File: src/rtl/instruction_fetch_ctrl_pkg.sv
// Shared constants for the instruction fetch controller: default widths,
// reset vector and the 2-bit FSM state encodings.
package instruction_fetch_ctrl_pkg;

    localparam int PC_SIZE_DEF          = 16;
    localparam int INSTRUCTION_SIZE_DEF = 16;

    // Legacy-compatible state encodings (2-bit).
    localparam logic [1:0] S_BOOT  = 2'd0;
    localparam logic [1:0] S_FETCH = 2'd1;
    localparam logic [1:0] S_HALT  = 2'd2;

    // Depth of the prefetch queue; count needs two bits to reach 2.
    localparam logic [1:0] QUEUE_DEPTH = 2'd2;

endpackage

File: src/rtl/instruction_fetch_ctrl_fetch_queue.sv
// Two-entry prefetch FIFO. Slot 0 is always the head, so the head outputs
// are plain registers and keep their last value when the queue drains.
// Flush beats push and pop; a push into a full queue only lands when a pop
// frees a slot in the same cycle.
module instruction_fetch_ctrl_fetch_queue
    import instruction_fetch_ctrl_pkg::*;
#(
    parameter int W = 32
) (
    input  logic         clk,
    input  logic         rst_n,
    input  logic         push,
    input  logic         pop,
    input  logic         flush,
    input  logic [W-1:0] din,
    output logic [W-1:0] head,
    output logic [1:0]   count
);

    logic [W-1:0] slot0_r;
    logic [W-1:0] slot1_r;
    logic [1:0]   count_r;
    logic         pop_ok_s;
    logic         push_ok_s;

    // Qualify requests against the current occupancy.
    always_comb begin
        pop_ok_s  = 1'b0;
        push_ok_s = 1'b0;
        if (count_r != 2'd0) begin
            pop_ok_s = pop;
        end else begin
            pop_ok_s = 1'b0;
        end
        if ((count_r != QUEUE_DEPTH) || pop_ok_s) begin
            push_ok_s = push;
        end else begin
            push_ok_s = 1'b0;
        end
    end

    // Storage and occupancy update; flush only clears the count.
    always_ff @(posedge clk or negedge rst_n) begin
        if (!rst_n) begin
            slot0_r <= {W{1'b0}};
            slot1_r <= {W{1'b0}};
            count_r <= 2'd0;
        end else if (flush) begin
            count_r <= 2'd0;
        end else begin
            case ({push_ok_s, pop_ok_s})
                2'b10: begin
                    if (count_r == 2'd0) begin
                        slot0_r <= din;
                    end else begin
                        slot1_r <= din;
                    end
                    count_r <= count_r + 2'd1;
                end
                2'b01: begin
                    if (count_r == QUEUE_DEPTH) begin
                        slot0_r <= slot1_r;
                    end
                    count_r <= count_r - 2'd1;
                end
                2'b11: begin
                    if (count_r == QUEUE_DEPTH) begin
                        slot0_r <= slot1_r;
                        slot1_r <= din;
                    end else begin
                        slot0_r <= din;
                    end
                end
                default: begin
                    count_r <= count_r;
                end
            endcase
        end
    end

    assign head  = slot0_r;
    assign count = count_r;

endmodule

File: src/rtl/instruction_fetch_ctrl.sv
// Instruction fetch controller: owns the fetch PC, captures combinational
// ROM data into a 2-entry prefetch queue and hands {instruction, pc} to
// decode over valid/ready. Redirects flush the queue; halt stops pushes
// while queued entries drain.
module instruction_fetch_ctrl
    import instruction_fetch_ctrl_pkg::*;
#(
    parameter int                 PC_SIZE          = PC_SIZE_DEF,
    parameter int                 INSTRUCTION_SIZE = INSTRUCTION_SIZE_DEF,
    parameter logic [PC_SIZE-1:0] RESET_VECTOR     = {PC_SIZE{1'b0}}
) (
    input  logic                        CLK,
    input  logic                        RESET_N,
    output logic [PC_SIZE-1:0]          FETCH_PC,
    input  logic [INSTRUCTION_SIZE-1:0] IMEM_INSTR,
    output logic                        INSTR_VALID,
    output logic [INSTRUCTION_SIZE-1:0] INSTR,
    output logic [PC_SIZE-1:0]          INSTR_PC,
    input  logic                        INSTR_READY,
    input  logic                        REDIRECT_VALID,
    input  logic [PC_SIZE-1:0]          REDIRECT_PC,
    input  logic                        HALT_REQ,
    output logic                        HALTED,
    output logic                        ALIGN_ERR
);

    localparam int QW = INSTRUCTION_SIZE + PC_SIZE;

    logic [1:0]         state_r;
    logic [1:0]         state_next_s;
    logic [PC_SIZE-1:0] fetch_pc_r;
    logic               align_err_r;
    logic [1:0]         count_s;
    logic [QW-1:0]      head_s;
    logic               pop_s;
    logic               push_s;
    logic               redirect_s;

    // Handshake, redirect qualification and push decision.
    always_comb begin
        pop_s      = INSTR_VALID & INSTR_READY;
        redirect_s = 1'b0;
        push_s     = 1'b0;
        if (state_r != S_BOOT) begin
            redirect_s = REDIRECT_VALID;
        end else begin
            redirect_s = 1'b0;
        end
        if ((state_r == S_FETCH) && !HALT_REQ && !REDIRECT_VALID &&
            ((count_s != QUEUE_DEPTH) || pop_s)) begin
            push_s = 1'b1;
        end else begin
            push_s = 1'b0;
        end
    end

    // Next-state logic: BOOT lasts one cycle, HALT_REQ level selects HALT.
    always_comb begin
        state_next_s = state_r;
        case (state_r)
            S_BOOT:  state_next_s = HALT_REQ ? S_HALT : S_FETCH;
            S_FETCH: state_next_s = HALT_REQ ? S_HALT : S_FETCH;
            S_HALT:  state_next_s = HALT_REQ ? S_HALT : S_FETCH;
            default: state_next_s = S_BOOT;
        endcase
    end

    // FSM state register.
    always_ff @(posedge CLK or negedge RESET_N) begin
        if (!RESET_N) begin
            state_r <= S_BOOT;
        end else begin
            state_r <= state_next_s;
        end
    end

    // Fetch PC: redirect target (forced even) wins over sequential advance.
    always_ff @(posedge CLK or negedge RESET_N) begin
        if (!RESET_N) begin
            fetch_pc_r <= RESET_VECTOR;
        end else if (redirect_s) begin
            fetch_pc_r <= {REDIRECT_PC[PC_SIZE-1:1], 1'b0};
        end else if (push_s) begin
            fetch_pc_r <= fetch_pc_r + PC_SIZE'(2);
        end else begin
            fetch_pc_r <= fetch_pc_r;
        end
    end

    // Sticky misaligned-redirect flag, cleared only by reset.
    always_ff @(posedge CLK or negedge RESET_N) begin
        if (!RESET_N) begin
            align_err_r <= 1'b0;
        end else if (redirect_s && REDIRECT_PC[0]) begin
            align_err_r <= 1'b1;
        end else begin
            align_err_r <= align_err_r;
        end
    end

    instruction_fetch_ctrl_fetch_queue #(
        .W (QW)
    ) u_queue (
        .clk   (CLK),
        .rst_n (RESET_N),
        .push  (push_s),
        .pop   (pop_s),
        .flush (redirect_s),
        .din   ({IMEM_INSTR, fetch_pc_r}),
        .head  (head_s),
        .count (count_s)
    );

    assign FETCH_PC    = fetch_pc_r;
    assign INSTR_VALID = (count_s != 2'd0);
    assign INSTR       = head_s[QW-1:PC_SIZE];
    assign INSTR_PC    = head_s[PC_SIZE-1:0];
    assign HALTED      = (state_r == S_HALT) && (count_s == 2'd0);
    assign ALIGN_ERR   = align_err_r;

endmodule

File: config.mk
export PLATFORM = sky130hd
export DESIGN_NAME = instruction_fetch_ctrl
export DESIGN_NICKNAME = d
export VERILOG_FILES = /design/src/rtl/instruction_fetch_ctrl_pkg.sv /design/src/rtl/instruction_fetch_ctrl_fetch_queue.sv /design/src/rtl/instruction_fetch_ctrl.sv
export SDC_FILE = /design/constraint.sdc
export NUM_CORES = 1
export LEC_CHECK = 0
export ABC_AREA = 0
export BUFFER_PORTS_ARGS = -buffer_cell sky130_fd_sc_hd__buf_2
export CAP_MARGIN = 20
export CORE_UTILIZATION = 49
export CTS_CLUSTER_SIZE = 25
export DETAILED_ROUTE_END_ITERATION = 8
export GPL_TIMING_DRIVEN = 0
export PLACE_DENSITY = 0.76
export SLEW_MARGIN = 15
export SYNTH_ARGS = -nofsm -noshare
export SYNTH_HDL_FRONTEND = slang
export SYNTH_SLANG_ARGS = --single-unit
File: constraint.sdc
create_clock -name CLK -period 2.2 [get_ports CLK]
set_input_delay 0.44 -clock CLK [delete_from_list [all_inputs] [get_ports CLK]]
set_output_delay 0.44 -clock CLK [all_outputs]
set_load 0.05 [all_outputs]
# == Word-level counts from Yosys, hierarchy flattened ==
# Cells that the tools add are included.
# word_totals
register_bits,85
input_bits,37
output_inout_bits,51
wordCells,59
# classes
n_addsub,3
n_eq_ne,11
muxes,17
bitwise_logic,2
reduce_logical,20
# ops
op,count
two-way mux 32 bit,5
case mux 32 bit (3 select lines),1
case mux 32 bit (2 select lines),1
two-way mux 16 bit,2
adder 16 x 2 -> 16 bit (second input constant),1
equality test 2 bit (second input constant),4
AND reduction 4 bit,2
nonzero test 2 bit,4
two-way mux 2 bit,3
!= test 2 bit (second input constant),3
nonzero test 3 bit,2
logical AND 1 bit,5
equality test 2 x 1 -> 1 bit (second input constant),2
logical NOT 2 bit,2
two-way mux 1 bit,4
!= test 2 x 1 -> 1 bit (second input constant),2
case mux 2 bit (2 select lines),1
OR reduction 3 bit,1
adder 2 x 1 -> 2 bit (second input constant),1
logical NOT 1 bit,2
logical OR 1 bit,2
subtractor 2 x 1 -> 2 bit (second input constant),1
AND 1 bit,1
NOT 1 bit,1

# == Depth between registers and ports, before layout ==
# depth
depth_word,9
mapped_depth,7
ltp_nobuf,5

# == Hierarchy ==
# From an unflattened synthesis, not the netlist that was laid out.
# hier_totals
hier_cells,302
hier_area_um2,3945.0
# by_module_without_submodules
module,instances,cells_each,area_per_inst_um2,seq_area_each_um2
instruction_fetch_ctrl_fetch_queue,1,190,2934.1,1651.6
instruction_fetch_ctrl,1,112,1011.0,450.4

# == Worst setup path after synthesis ==
# No wires, ideal clock.
# synth_path
path_kind,reg-to-output
from,"reg u_queue.count_r[0], in the netlist u_queue.count[0]"
to,out HALTED
t_arrival_ns,2.129
t_required_ns,1.760
slack_ns,-0.369
stages_incl_launch_ff,4
n_path_buf,1
cell_sequence,dfrtp_1 clkbuf_1 or2_2 nor3b_1
# synth_via
elab_chain_cells,2
# synth_lines
element,line,text
start: declaration,instruction_fetch_ctrl_fetch_queue.sv:22,logic [1:0] count_r;
start signal: assignment,instruction_fetch_ctrl_fetch_queue.sv:58,count_r <= count_r + 2'd1;
start signal: assignment,instruction_fetch_ctrl_fetch_queue.sv:64,count_r <= count_r - 2'd1;
start signal: assignment,instruction_fetch_ctrl_fetch_queue.sv:75,count_r <= count_r;
logical NOT 2 bit,instruction_fetch_ctrl.sv:118,assign HALTED = (state_r == S_HALT) && (count_s == 2'd0);
logical AND 1 bit,instruction_fetch_ctrl.sv:118,
end: declaration,instruction_fetch_ctrl.sv:23,"output logic HALTED,"
# Every way passes these cells.

# == Worst setup path after layout ==
# layout_path
from,reg state_r[1]
to,reg u_queue.slot1_r[3]
# layout_via
elab_chain_cells,9
elab_cells_between_ends,16
classes_between,5 x eq/ne; 4 x mux; 1 x bitwise; 6 x reduce/logical
# layout_lines
element,line,text
start: declaration,instruction_fetch_ctrl.sv:29,logic [1:0] state_r;
start signal: assignment,instruction_fetch_ctrl.sv:73,state_r <= state_next_s;
equality test 2 x 1 -> 1 bit,instruction_fetch_ctrl.sv:49,if ((state_r == S_FETCH) && !HALT_REQ && !REDIRECT_VALID &&
logical AND 1 bit (3 in a row),instruction_fetch_ctrl.sv:49,
two-way mux 1 bit,instruction_fetch_ctrl.sv:49,
two-way mux 1 bit,instruction_fetch_ctrl_fetch_queue.sv:35,if ((count_r != QUEUE_DEPTH) || pop_ok_s) begin
equality test 2 bit,instruction_fetch_ctrl_fetch_queue.sv:51,"case ({push_ok_s, pop_ok_s})"
"!= test 2 x 1 -> 1 bit (no source line), or another cell as far along",n/a,
AND reduction 4 bit (no source line),n/a,
end signal: assignment,instruction_fetch_ctrl_fetch_queue.sv:46,slot1_r <= {W{1'b0}};
end signal: assignment,instruction_fetch_ctrl_fetch_queue.sv:56,slot1_r <= din;
end signal: assignment,instruction_fetch_ctrl_fetch_queue.sv:69,slot1_r <= din;
end: declaration,instruction_fetch_ctrl_fetch_queue.sv:21,logic [W-1:0] slot1_r;
# Parallel ways exist; a longest one is shown, timed or not.
# A chain may end at the register's enable or synchronous reset.

==> flow_summary.json <==
{
  "grt_pass1_wl_um": 14000,
  "worst_pin_slew_ns": 0.550,
  "sw_frac_of_total": 0.412,
  "setup_tns_ns": 0,
  "ir_worst_vdd_uv": 783,
  "critPathSlowestCell": "or4b_4",
  "antenna-diode-count": 0,
  "die_width_um": 91.8,
  "p_per_area_mw_per_mm2": 1010,
  "slowest_delay_ns": 0.56,
  "status": "complete, no violations",
  "crit_type": "flop to flop",
  "drtAntennaViolNets": 0,
  "relSlewSlack": 0.634,
  "area_growth_pct": 21.0,
  "worstPathArrival_ns": 2.41,
  "synth_cell_types": 47,
  "clk_path_buf_depth": 2,
  "dp_worst_setup_slack_ns": -0.330,
  "cp-end-kind": "flop",
  "p_clk_frac": 0.225,
  "routed_wirelength_um": 8420,
  "grt_overflow": 0,
  "port_buffers": 86,
  "cp.required_ns": 2.43,
  "cts_tree": "built",
  "yosys_warnings": 0,
  "slew_violations": 0,
  "skew_ns": 0.00667,
  "drc": 0,
  "cts.sinks": 83,
  "finish.utilization": 0.615,
  "root_buffer": "clkbuf_8",
  "critPathBufInv": 2,
  "cts_inserted_buffers": 9,
  "min_period_over_period": 0.989,
  "coreArea_mm2": 0.00777,
  "clkLatencyLatePin_ns": 0.35,
  "drive_gt1_frac": 0.566,
  "synth_nets": 337,
  "htreeDepth": 3,
  "clk_pin_slew_ns": 0.08,
  "synth.avg_cell_area_um2": 13.2,
  "p_leak_nw": 2.21,
  "track_usage": 0.216,
  "ios": 88,
  "via_per_inst": 5.41,
  "drv_cap": 0,
  "synth_top_area_share": 0.526,
  "start_util": 0.508,
  "grt_max_degree": 43,
  "vias": 2731,
  "fmax_mhz": 460,
  "die-area_mm2": 0.00842,
  "crit_fanout": 10,
  "hold_viol_final": 0,
  "syn_inst": 299,
  "antenna_found_initial": 0,
  "ys_ff_latch": 83,
  "setup_viol": 0,
  "p_int_w": 0.00284,
  "yosysTopAreaCell": "dfrtp_1",
  "dp_hpwl_um": 5890,
  "period_needed_ns": 2.18,
  "crit_chain": "buf_6, or4b_4, nor2_1, buf_2, mux2_2",
  "power.switching_w": 0.00199,
  "crit_family": "simple AND/OR/NAND/NOR gates",
  "grt_pass1_vias": 2789,
  "hp-class": "input pin to asynchronous set/reset pin",
  "globalplace.congestion": 0.785,
  "row_count": 32,
  "yosysSeqAreaShare": 0.526,
  "route.detailed.wl_per_inst_um": 16.7,
  "cp-start-kind": "flop",
  "finalWorstSetupSlack_ns": 0.0240,
  "rsz0062_at_grt": "true",
  "synth.cell_area_mm2": 0.00395,
  "dr.pass1.iters": 4,
  "layout.nets": 436,
  "p_seq_frac": 0.414,
  "die_h_um": 91.8,
  "cts_hold_buffers": 0,
  "dr.first_iter.drc_count": 111,
  "ys_top_cells_by_area": "dfrtp_1 53%, mux2_2 27%, o21ai_0 1.5%, nand2_1 1.4%, o311ai_2 1.2%",
  "combPwrFrac": 0.361
}
cells in the mapped netlist, drive strengths merged:
master and count:
a21boi 1, a21o 1, a21oi 7, a221o 3, a22oi 1, a311o 1
a31oi 1, a32oi 1, and2 3, buf 10, clkbuf 7, conb 1
dfrtp 83, ha 1, inv 3, mux2 93, mux2i 2, nand2 15
nand2b 1, nand3 5, nand4 2, nand4b 1, nor2 2, nor2b 4
nor3 2, nor3b 3, nor4 5, nor4b 3, o211ai 4, o21a 2
o21ai 14, o311ai 4, or2 3, or3 2, or3b 1, or4 1
or4b 2, xnor2 3, xor2 1
through the flow:
stage	hold slack [ns]	total power (W)	cells	instance area (µm²)
6_report	0.0752	0.00483	505	4780
5_1_grt	0.109	0.00506	505	4780
4_1_cts	0.0823	0.00487	504	4740
3_5_place_dp	0.451	0.00378	488	4530
3_3_place_gp	0.432	0.00373	487	4510
2_1_floorplan	0.144	0.00332	299	3950
final timing paths:
check	start	endpoint	slack (ns)	depth (start not counted)
min	RESET_N	ALIGN_ERR$_DFFE_PN0P_	0.08	1
max reg2reg	state_r[1]$_DFF_PN0_	u_queue.slot1_r[3]$_DFFE_PN0P_	0.02	5
min in group CLK	REDIRECT_PC[4]	FETCH_PC[4]$_DFFE_PN0P_	0.30	3
max in group asynchronous	RESET_N	u_queue.slot1_r[4]$_DFFE_PN0P_	1.51	2
min reg2reg	ALIGN_ERR$_DFFE_PN0P_	ALIGN_ERR$_DFFE_PN0P_	0.46	1
max	state_r[1]$_DFF_PN0_	u_queue.slot1_r[3]$_DFFE_PN0P_	0.02	5
cell type report:
class	count	area (µm²)
clock inverter	5	61.3
tap	102	128
buffer	14	93.8
timing repair buffer	91	483
multi-input combinational	196	1790
fill	648	2990
clock buffer	11	131
sequential	83	2080
inverter	3	11.3
flip-flops by register name, indices dropped and copies added, names as in the netlist:
register,flops
state_r,2
ALIGN_ERR,1
FETCH_PC,15
u_queue.head,32
u_queue.count,2
u_queue.slot1_r,31
cell families after synthesis:
| kind of cell | after synthesis | synth area share |
|---|---|---|
| AO/OA/AOI/OAI | 40 | 0.0770 |
| XOR/XNOR | 4 | 0.00887 |
| adder cells (fa/ha/maj) | 1 | 0.00317 |
| buffers and inverters | 20 | 0.0276 |
| flip-flops | 83 | 0.526 |
| multiplexers | 95 | 0.270 |
| other | 1 | 0.000950 |
| AND/OR/NAND/NOR | 55 | 0.0862 |
layout by cell type, fill, tap and decap left out, drive strengths merged, types with 3 or more instances in the layout:
cell | Yosys | final
xnor2 | 3 | 3
or2 | 3 | 3
nor2b | 4 | 4
nor4b | 3 | 3
dfrtp | 83 | 83
o21ai | 14 | 14
nor4 | 5 | 5
nand3 | 5 | 5
a221o | 3 | 3
buf | 10 | 98
a21oi | 7 | 7
clkbuf | 7 | 18
nand2 | 15 | 15
and2 | 3 | 3
o311ai | 4 | 4
mux2 | 93 | 93
inv | 3 | 4
o211ai | 4 | 4
nor3b | 3 | 3
clkinvlp | 0 | 3
power groups by stage:
stage / Sequential, W / Clock [W] / Combinational [W]
4_1_cts: 0.00200 / 0.00111 / 0.00176
3_3_place_gp: 0.00201 / 0 / 0.00173
6_report: 0.00200 / 0.00109 / 0.00174
5_1_grt: 0.00205 / 0.00118 / 0.00183
3_5_place_dp: 0.00203 / 0 / 0.00175
2_1_floorplan: 0.00290 / 0 / 0.000423
worst reg2reg max path, delay by kind of cell, from the launching register on:
family                 cells  cell delay [ns]
and+or+nand+nor            2             0.84
buffers and inverters      2             0.46
DFF                        1             0.39
muxes                      1             0.37
routing by layer:
layer  GRT usage  part of all wire  vias up
met1       0.287              0.44     1331
met2       0.338              0.46       87
li1            -                 -     1299
met4      0.0885             0.020        0
met3      0.0556             0.078       14
met5           0                 0        -
what timing repair did:
item	4_1_cts	5_1_grt
setup buffers	2	2
gates cloned	0	0
gates resized for setup	8	9
endpoints found under the setup margin	65	50
pin swaps	4	2
(Power assumes the default switching activity.)
